File: src/rtl/seg7_pkg.sv
// Shared seven-segment definitions: active-low glyph table for hex nibbles,
// blank pattern and bus widths used by both the display and readback paths.
package seg7_pkg;

  localparam int SEG_W  = 7;
  localparam int NIB_W  = 4;
  localparam int DIG_N  = 4;
  localparam int WORD_W = NIB_W * DIG_N;

  localparam logic [SEG_W-1:0] SEG_BLANK = 7'h7F;

  // Active-low g..a, indexed by nibble value
  localparam logic [SEG_W-1:0] SEG_PAT [16] = '{
    7'b1000000, 7'b1111001, 7'b0100100, 7'b0110000,
    7'b0011001, 7'b0010010, 7'b0000010, 7'b1111000,
    7'b0000000, 7'b0011000, 7'b0001000, 7'b0000011,
    7'b1000110, 7'b0100001, 7'b0000110, 7'b0001110
  };

  typedef struct packed {
    logic             valid;
    logic [NIB_W-1:0] nib;
  } unlut_t;

endpackage

File: src/rtl/seg7_decode_4_if.sv
// Multiplexed seven-segment bus plus the decoded-word outputs of the readback block.
interface seg7_decode_4_if;
  import seg7_pkg::*;

  logic [SEG_W-1:0]  iSEG;
  logic [DIG_N-1:0]  iDIGSEL;
  logic [WORD_W-1:0] oDIG;
  logic              oVALID;
  logic              oERR;

  modport master (output iSEG, iDIGSEL, input oDIG, oVALID, oERR);
  modport slave  (input iSEG, iDIGSEL, output oDIG, oVALID, oERR);

endinterface

File: src/rtl/seg7_unlut.sv
// Reverse glyph lookup: active-low segment pattern to {valid, nibble}.
module seg7_unlut
  import seg7_pkg::*;
(
  input  logic [SEG_W-1:0] seg_i,
  output unlut_t           res_o
);

  // Unknown patterns fall through as nibble 0 with valid low
  always_comb begin
    res_o = '0;
    for (int i = 0; i < 16; i++) begin
      if (seg_i == SEG_PAT[i]) begin
        res_o.valid = 1'b1;
        res_o.nib   = NIB_W'(i);
      end
    end
  end

endmodule

File: src/rtl/seg7_decode_4.sv
// Samples a multiplexed 4-digit seven-segment bus, filters glitches and
// reassembles the displayed digits into a 16-bit word with a valid strobe.
module seg7_decode_4
  import seg7_pkg::*;
#(
  parameter int STABLE_CYC = 16
) (
  input  logic iCLK,
  input  logic iRST,
  seg7_decode_4_if.slave bus
);

  localparam int SMP_W = SEG_W + DIG_N;
  localparam int CNT_W = (STABLE_CYC > 2) ? $clog2(STABLE_CYC) : 1;
  localparam logic [CNT_W-1:0] CNT_LAST = CNT_W'(STABLE_CYC - 1);
  localparam logic [CNT_W-1:0] CNT_PRE  = CNT_W'(STABLE_CYC - 2);

  logic [SMP_W-1:0]  sync1_q, sync2_q, prev_q;
  logic [CNT_W-1:0]  cnt_q, cnt_d;
  logic              done_q, done_d;
  logic              match, commit;

  logic [DIG_N-1:0]  sel_n;
  logic [SEG_W-1:0]  seg;
  logic              sel_one, sel_multi;
  logic [1:0]        idx;
  unlut_t            dec;

  logic [WORD_W-1:0] word_q, word_d, word_upd;
  logic [DIG_N-1:0]  mask_q, mask_d, mask_upd;
  logic              acc_q, acc_d;
  logic [WORD_W-1:0] dig_q, dig_d;
  logic              err_q, err_d;
  logic              valid_q, valid_d;

  assign match = (sync2_q == prev_q);

  // Commit fires on the cycle the counter would reach its ceiling, once per stable period
  always_comb begin
    cnt_d  = cnt_q;
    done_d = done_q;
    commit = 1'b0;
    if (!match) begin
      cnt_d  = '0;
      done_d = 1'b0;
    end else begin
      if (cnt_q != CNT_LAST) cnt_d = cnt_q + 1'b1;
      if (cnt_q == CNT_PRE && !done_q) begin
        commit = 1'b1;
        done_d = 1'b1;
      end
    end
  end

  assign sel_n     = ~sync2_q[SMP_W-1:SEG_W];
  assign seg       = sync2_q[SEG_W-1:0];
  assign sel_one   = (sel_n != '0) && ((sel_n & (sel_n - 4'd1)) == '0);
  assign sel_multi = (sel_n != '0) && !sel_one;

  always_comb begin
    idx = '0;
    for (int k = 0; k < DIG_N; k++) begin
      if (sel_n[k]) idx = 2'(k);
    end
  end

  seg7_unlut u_unlut (
    .seg_i (seg),
    .res_o (dec)
  );

  always_comb begin
    word_upd = word_q;
    word_upd[{idx, 2'b00} +: NIB_W] = dec.nib;
    mask_upd = mask_q;
    mask_upd[idx] = 1'b1;

    word_d  = word_q;
    mask_d  = mask_q;
    acc_d   = acc_q;
    dig_d   = dig_q;
    err_d   = err_q;
    valid_d = 1'b0;

    if (commit && sel_multi) begin
      acc_d = 1'b1;
    end else if (commit && sel_one) begin
      word_d = word_upd;
      if (mask_upd == '1) begin
        dig_d   = word_upd;
        err_d   = acc_q | ~dec.valid;
        valid_d = 1'b1;
        mask_d  = '0;
        acc_d   = 1'b0;
      end else begin
        mask_d = mask_upd;
        acc_d  = acc_q | ~dec.valid;
      end
    end
  end

  // Synchronisers idle at all-ones: blank segments, no digit selected
  always_ff @(posedge iCLK or posedge iRST) begin
    if (iRST) begin
      sync1_q <= '1;
      sync2_q <= '1;
      prev_q  <= '1;
      cnt_q   <= '0;
      done_q  <= 1'b0;
      word_q  <= '0;
      mask_q  <= '0;
      acc_q   <= 1'b0;
      dig_q   <= '0;
      err_q   <= 1'b0;
      valid_q <= 1'b0;
    end else begin
      sync1_q <= {bus.iDIGSEL, bus.iSEG};
      sync2_q <= sync1_q;
      prev_q  <= sync2_q;
      cnt_q   <= cnt_d;
      done_q  <= done_d;
      word_q  <= word_d;
      mask_q  <= mask_d;
      acc_q   <= acc_d;
      dig_q   <= dig_d;
      err_q   <= err_d;
      valid_q <= valid_d;
    end
  end

  assign bus.oDIG   = dig_q;
  assign bus.oERR   = err_q;
  assign bus.oVALID = valid_q;

endmodule

File: src/flat_wrapper.sv
// flat-port wrapper written by rule: the top's interface ports become plain ports
module seg7_decode_4_flat import seg7_pkg::*;
#(
  parameter int STABLE_CYC = 16
)
  (iCLK, iRST, bus_iSEG, bus_iDIGSEL, bus_oDIG, bus_oVALID, bus_oERR);
  seg7_decode_4_if bus_i ();
  input  logic iCLK;
  input  logic iRST;
  input wire logic [$bits(bus_i.iSEG)-1:0] bus_iSEG;
  input wire logic [$bits(bus_i.iDIGSEL)-1:0] bus_iDIGSEL;
  output wire logic [$bits(bus_i.oDIG)-1:0] bus_oDIG;
  output wire logic [$bits(bus_i.oVALID)-1:0] bus_oVALID;
  output wire logic [$bits(bus_i.oERR)-1:0] bus_oERR;
  assign bus_i.iSEG = bus_iSEG;
  assign bus_i.iDIGSEL = bus_iDIGSEL;
  assign bus_oDIG = bus_i.oDIG;
  assign bus_oVALID = bus_i.oVALID;
  assign bus_oERR = bus_i.oERR;
  seg7_decode_4 #(.STABLE_CYC(STABLE_CYC)) u_core (.iCLK(iCLK), .iRST(iRST), .bus(bus_i));
endmodule
File: config.mk
export PLATFORM = sky130hd
export DESIGN_NAME = seg7_decode_4_flat
export DESIGN_NICKNAME = d
export VERILOG_FILES = /design/src/rtl/seg7_pkg.sv /design/src/rtl/seg7_decode_4_if.sv /design/src/rtl/seg7_unlut.sv /design/src/rtl/seg7_decode_4.sv /design/src/flat_wrapper.sv
export SDC_FILE = /design/constraint.sdc
export NUM_CORES = 1
export LEC_CHECK = 0
export ABC_CLOCK_PERIOD_IN_PS = 8500
export CAP_MARGIN = 20
export CORE_AREA = 2 2 82 84
export DETAILED_ROUTE_END_ITERATION = 8
export DIE_AREA = 0 0 84 86
export PLACE_DENSITY = 0.76
export SYNTH_ARGS = -nofsm -noshare
export SYNTH_HDL_FRONTEND = slang
export SYNTH_SLANG_ARGS = --single-unit
File: constraint.sdc
create_clock -name iCLK -period 8.5 [get_ports iCLK]
set_clock_uncertainty 0.1 [all_clocks]
set_input_delay 2.55 -clock iCLK [delete_from_list [all_inputs] [get_ports iCLK]]
set_output_delay 2.55 -clock iCLK [all_outputs]
set_load 0.05 [all_outputs]
==> impl_metrics.yaml, run 1 <==
detailed_routing:
  post_drt_via_cell_ratio: 5.628
  drt_drc_violations_left: 0
  dr_total_vias: 2330
  post_route_ant_nets: 0
  drt-pass1-iter-count: 4
  post_drt_wl_per_cell_um: 14.34
  route.final.wire_length_um: 5935
  detail_route.iter0.violations: 105
setup_path:
  timing.critical_path.cells: "clkdlybuf4s50_1"
  worst_ep_arrival_time_ns: 1.50
  critical-path-slowest-cell: "clkdlybuf4s50_1"
  critical_path.reg2reg.endpoint: "u_core.word_q[10]$_DFFE_PP0P_"
  critical_path_depth: 1
  crit_fanout: 2
  rr_worst_depth: 6
  setup.worst_path.end: "bus_oERR"
  rr_startpoint: "u_core.sync2_q[2]$_DFF_PP1_"
  critPathBufInv: 1
  setup.worst_path.start_class: "register"
  worst_ep_required_time_ns: 5.85
  setup.reg_to_reg.worst_slack_ns: 5.52
  timing_worst_setup_path_type: "register to output pin"
  worst_setup_path_end_kind: "output pin"
  critical_path.top_delay_family: "buffers and inverters"
  timing.critical_path.slowest_cell_delay_ns: 0.81
  worstSetupStartpoint: "u_core.bus.oERR$_DFFE_PP0P_"
clocking:
  insertion_delay_ns: 0.33
  cts_hold_repair.buffers: 0
  path_clk_slew_ns: 0.07
  cts_root_buf: "clkbuf_8"
  tritoncts.num_buffers: 9
  cts.repair_timing.setup_buffer_count: 0
  cts-resized-gates: 0
  cts.htree.levels: 3
  cts-root-to-sink-buffers: 2
  cts.sink_count: 77
  tritoncts_clock_tree: "done"
yosys:
  synthFlopType: "dfrtp_1"
  synth-async-reset-ratio: 1.000
  synth-seq-area-share: 0.5762
  synth_fp_nets: 326
  syn-mean-instance-area_sq_um: 11.27
  synth.area.top_cells: "dfrtp_1 32%, dfstp_2 25%, nand2b_1 4.0%"
  yosys.cell_types.count: 49
  synth_most_common_cell: "dfrtp_1"
  synth.largest_area_cell: "dfrtp_1"
  register_bit_total_from_synthesis: 77
  yosysWarnings: 0
  post_synth_most_frequent_cells: "44 x dfrtp_1, 33 x dfstp_2, 32 x nor2_1, 22 x nand2_1, 22 x nand2b_1"
  synth-edff-count: 0
  syn_inst_count: 303
  synth.top_cell.area_share: 0.3223
  combined_area_of_all_synthesized_cells_sq_um: 3416
power_and_ir_drop:
  p_clk_frac: 0.371
  part_of_the_power_in_registers: 0.572
  ir_drop_mv: 0.1244
  p_comb_frac: 0.057
  powerDensity_nw_per_um2: 173.9
  power.leakage_nw: 1.608
  sw_frac_of_total: 0.2229
  power.net_switching_mw: 0.1528
  p_int_mw: 0.5325
cells_and_area:
  antenna_cells_inserted: 0
  final_layout_size_suffix_gt1_frac: 0.1632
  final_nets: 355
  syn_to_final_growth_pct: 15.38
timing:
  timing_worst_slew_pin_value_ns: 0.8949
  report.final.slew_viol_count: 0
  rsz0062_at_grt: "false"
  timing.final.setup_violations: 0
  totalNegativeSetupSlack_ns: 0
  final_period_minus_worst_setup_slack_ns: 4.153
  max_slew_margin: 0.4034
  timing.hold.ws_ns: 0.2556
  final.period_utilization: 0.4885
  final-hold-violation-count: 0
  fmax_ghz: 0.2408
global_routing:
  globalRoute.totalOverflow: 0
  grt_max_degree: 78
  antenna_found_initial: 0
  grt_first_pass_wirelength_um: 10280
  groute.usage.overall: 0.1817
  first_global_vias: 2302
placement:
  finalWeightedCongestion: 0.8089
  port-buffer-count: 30
  dp_hpwl_um: 4085
die:
  fp.coreArea_sq_um: 6277
  overall_die_height_um: 86
  die_area_sq_um: 7224
  boundaryPins: 31
  die_width_um: 84
  fp-row-count: 29
  start_util: 0.5441
job:
  maxCapViolCount: 0
outcome:
  status: "complete, no violations"
worst_hold_path:
  min-delay-path-class: "register to register"
[per-stage QoR]
stage | std cells | util | setup WS [ns] | power, mW | cell area (sq um)
4_1_cts | 414 | 0.6279 | 4.315 | 0.6944 | 3941
2_1_floorplan | 303 | - | 3.938 | 0.4235 | 3416
3_5_place_dp | 398 | 0.5988 | 4.578 | 0.4381 | 3759
5_1_grt | 414 | 0.6279 | 4.288 | 0.7176 | 3941
6_report | 414 | 0.6279 | 4.347 | 0.6853 | 3941
3_3_place_gp | 398 | 0.5988 | 4.617 | 0.4361 | 3759
[power by group through the flow]
stage	sequential [mW]	combinational, mW	clock [mW]
after floorplan	0.391	0.0326	0
after global placement	0.397	0.0391	0
after detailed placement	0.398	0.0402	0
after CTS	0.391	0.0403	0.263
after global routing	0.393	0.0446	0.280
final	0.392	0.0393	0.254
[state kept, by name (all words and copies together) (netlist names), 4 cells and up]
signal	cells
u_core.mask_q	4
u_core.prev_q	11
u_core.bus.oDIG	16
u_core.sync2_q	11
u_core.word_q	16
u_core.cnt_q	4
u_core.sync1_q	11
[cells by family after synthesis]
| family | synth area share |
|---|---|
| AND/OR/NAND/NOR | 0.1700 |
| flip-flops | 0.5762 |
| AO/OA/AOI/OAI | 0.1491 |
| buffers and inverters | 0.02894 |
| XOR/XNOR | 0.03590 |
| adder cells (fa/ha/maj) | 0.03663 |
| multiplexers | 0.003296 |
[area by class of cell]
class	count	area, sq um
clock buffers	11	131.4
clock inverters	5	51.30
fillers	517	2336
inverters	8	30.03
multi-input cells	204	1349
flip-flops and latches	77	1968
well taps	77	96.34
repair buffers	32	315.3
[placed cells by master (no fill, tap or decap), types with 4 or more instances in the layout]
cell type,count
nor3_1,8
o2bb2ai_1,12
inv_1,7
dfstp_2,33
clkbuf_8,9
nor2b_1,4
ha_1,10
nand2b_1,22
nand3_1,4
a21oi_1,10
dfrtp_1,44
a32o_1,4
nand2_1,22
and3_1,5
clkdlybuf4s50_1,30
a211oi_1,4
nor2_1,32
xor2_1,12
a31oi_1,18
[per-layer routing]
metal / routed length (um) / GRT usage
met1: 2688 / 0.2178
met2: 2958 / 0.3142
met3: 206 / 0.03561
met4: 81 / 0.09238
met5: 0 / 0
[how the worst min path moves through the flow]
stage,startpoint,to,cells past startpoint
2_1_floorplan,u_core.sync1_q[0]$_DFF_PP1_,u_core.sync2_q[0]$_DFF_PP1_,0
3_3_place_gp,u_core.sync1_q[4]$_DFF_PP1_,u_core.sync2_q[4]$_DFF_PP1_,0
3_5_place_dp,u_core.sync1_q[0]$_DFF_PP1_,u_core.sync2_q[0]$_DFF_PP1_,0
4_1_cts,u_core.sync1_q[0]$_DFF_PP1_,u_core.sync2_q[0]$_DFF_PP1_,0
5_1_grt,u_core.sync1_q[6]$_DFF_PP1_,u_core.sync2_q[6]$_DFF_PP1_,0
6_report,u_core.sync1_q[0]$_DFF_PP1_,u_core.sync2_q[0]$_DFF_PP1_,0
Power figures use the tool's default switching activity.
==> run 2: changes to the inputs <==
--- a/config.mk
+++ b/config.mk
@@ -5,12 +5,12 @@
 export SDC_FILE = /design/constraint.sdc
 export NUM_CORES = 1
 export LEC_CHECK = 0
-export ABC_CLOCK_PERIOD_IN_PS = 8500
+export ABC_CLOCK_PERIOD_IN_PS = 3600
 export CAP_MARGIN = 20
-export CORE_AREA = 2 2 82 84
+export CORE_AREA = 2 2 85 87
 export DETAILED_ROUTE_END_ITERATION = 8
-export DIE_AREA = 0 0 84 86
-export PLACE_DENSITY = 0.76
+export DIE_AREA = 0 0 87 89
+export PLACE_DENSITY = 0.74
 export SYNTH_ARGS = -nofsm -noshare
 export SYNTH_HDL_FRONTEND = slang
 export SYNTH_SLANG_ARGS = --single-unit
==> constraint.sdc (replaced) <==
create_clock -name iCLK -period 3.6 [get_ports iCLK]
set_clock_uncertainty 0.1 [all_clocks]
set_input_delay 1.08 -clock iCLK [delete_from_list [all_inputs] [get_ports iCLK]]
set_output_delay 1.08 -clock iCLK [all_outputs]
set_load 0.05 [all_outputs]
==> run 2 against run 1 <==
Effect of this change:
- count of clock-buffer cells in the layout rose by 2
- routed wire length rose by 0.59%
- combinational power rose by 140%
- utilization fell by 3.4 points
- via count rose by 0.90%
- non-clock buffer count rose by 1
- sequential share of layout area fell by 0.58 points
- critical endpoint is now u_core.bus.oDIG[15]$_DFFE_PP0P_
==> impl_metrics.yaml, run 2 (synthesis gave the netlist of run 1 again) <==
setup_path:
  setup.worst_path.start_class: "register"
  rr_worst_depth: 7
  worst_ep_arrival_time_ns: 2.96
  setup.worst_path.end: "u_core.bus.oDIG[15]$_DFFE_PP0P_"
  setup.reg_to_reg.worst_slack_ns: 0.80
  worst_setup_path_end_kind: "register"
  rr_startpoint: "u_core.sync2_q[9]$_DFF_PP1_"
  critical_path.reg2reg.endpoint: "u_core.bus.oDIG[15]$_DFFE_PP0P_"
  worstSetupStartpoint: "u_core.sync2_q[9]$_DFF_PP1_"
  worst_ep_required_time_ns: 3.76
  timing_worst_setup_path_type: "register to register"
  crit_fanout: 7
power_and_ir_drop:
  sw_frac_of_total: 0.2304
  power.leakage_nw: 1.630
  part_of_the_power_in_registers: 0.555
  p_clk_frac: 0.387
  p_int_mw: 1.280
  p_comb_frac: 0.057
  power.net_switching_mw: 0.3834
  powerDensity_nw_per_um2: 417.2
  ir_drop_mv: 0.2772
worst_hold_path:
  hold_path_depth: 0
  min-delay-path-class: "register to register"
die:
  overall_die_height_um: 89
  boundaryPins: 31
  start_util: 0.5084
  die_area_sq_um: 7743
  die_width_um: 87
  fp-row-count: 30
  fp.coreArea_sq_um: 6719
clocking:
  cts-root-to-sink-buffers: 2
  tritoncts_clock_tree: "done"
  cts.sink_count: 77
  cts-resized-gates: 0
  insertion_delay_ns: 0.34
  cts.repair_timing.setup_buffer_count: 0
  cts_root_buf: "clkbuf_8"
  cts_hold_repair.buffers: 0
  cts.htree.levels: 3
  tritoncts.num_buffers: 9
  path_clk_slew_ns: 0.08
global_routing:
  groute.usage.overall: 0.1740
  first_global_vias: 2223
  grt_first_pass_wirelength_um: 10360
  antenna_found_initial: 0
  grt_max_degree: 48
  globalRoute.totalOverflow: 0
detailed_routing:
  detail_route.iter0.violations: 143
  post_drt_wl_per_cell_um: 14.28
  dr_total_vias: 2351
  route.final.wire_length_um: 5970
  post_route_ant_nets: 0
  drt-pass1-iter-count: 4
  drt_drc_violations_left: 0
  post_drt_via_cell_ratio: 5.624
timing:
  totalNegativeSetupSlack_ns: 0
  report.final.slew_viol_count: 0
  rsz0062_at_grt: "false"
  final_period_minus_worst_setup_slack_ns: 2.800
  final-hold-violation-count: 0
  timing_worst_slew_pin_value_ns: 0.7961
  timing.final.setup_violations: 0
  fmax_ghz: 0.3572
  final.period_utilization: 0.7777
  fin_ws_ns: 0.8003
  max_slew_margin: 0.4618
cells_and_area:
  instances_no_fill: 418
  finalCoreUtilization: 0.5935
  stdcell_area_sq_um: 3988
  antenna_cells_inserted: 0
  final_nets: 356
  final_layout_size_suffix_gt1_frac: 0.1716
  syn_to_final_growth_pct: 16.74
  commonest_non_fill_non_tap_cell_in_the_layout: "dfrtp_1"
  final_cell_mix: "44 x dfrtp_1, 33 x dfstp_2, 32 x nor2_1"
placement:
  port-buffer-count: 30
  dp_hpwl_um: 4131
  dp_cells: 402
  finalWeightedCongestion: 0.8289
  placement.setup.worst_slack_ns: 0.8003
  postPlaceCellArea_sq_um: 3782
job:
  maxCapViolCount: 0
outcome:
  status: "complete, no violations"
==> run 2: worst min-delay path by stage <==
stage                                 from  slack [ns]                          end
6_report       u_core.sync1_q[9]$_DFF_PP1_        0.26  u_core.sync2_q[9]$_DFF_PP1_
5_1_grt        u_core.sync1_q[6]$_DFF_PP1_        0.26  u_core.sync2_q[6]$_DFF_PP1_
4_1_cts        u_core.sync1_q[9]$_DFF_PP1_        0.26  u_core.sync2_q[9]$_DFF_PP1_
3_5_place_dp   u_core.sync1_q[9]$_DFF_PP1_        0.25  u_core.sync2_q[9]$_DFF_PP1_
3_3_place_gp   u_core.sync1_q[1]$_DFF_PP1_        0.25  u_core.sync2_q[1]$_DFF_PP1_
2_1_floorplan  u_core.sync1_q[0]$_DFF_PP1_        0.25  u_core.sync2_q[0]$_DFF_PP1_
==> run 2: through the flow <==
step | hold WS [ns] | total power, mW
5_1_grt | 0.2609 | 1.731
6_report | 0.2568 | 1.664
3_3_place_gp | 0.2452 | 1.033
3_5_place_dp | 0.2468 | 1.037
2_1_floorplan | 0.2452 | 1.000
4_1_cts | 0.2576 | 1.680
==> run 2: layer usage <==
layer / GRT usage / share of wire
met1: 0.2210 / 0.45
met2: 0.2852 / 0.48
met3: 0.03878 / 0.044
met4: 0.08239 / 0.024
met5: 0 / 0
==> run 2: layout make-up <==
type / instances / area, sq um
inverters: 8 / 30.03
multi-input cells: 204 / 1349
fillers: 571 / 2731
repair buffers: 33 / 335.3
clock inverters: 3 / 23.77
flip-flops and latches: 77 / 1968
well taps: 80 / 100.1
clock buffers: 13 / 181.4
==> run 2: worst max-delay path: stages (launching register included) <==
cell and delay (ns):
dfstp_2 0.58, inv_1 0.05, o21ai_1 0.38, inv_1 0.21, ha_1 0.31, nor4b_1 0.73, nand2_1 0.15, a31oi_1 0.20
==> run 2: power by group through the flow <==
stage | clock (mW) | combinational (mW) | sequential [mW]
detailed placement | 0 | 0.0976 | 0.939
finish | 0.644 | 0.0956 | 0.924
global route | 0.695 | 0.108 | 0.927
floorplan | 0 | 0.0769 | 0.923
global placement | 0 | 0.0952 | 0.937
CTS | 0.658 | 0.0976 | 0.924
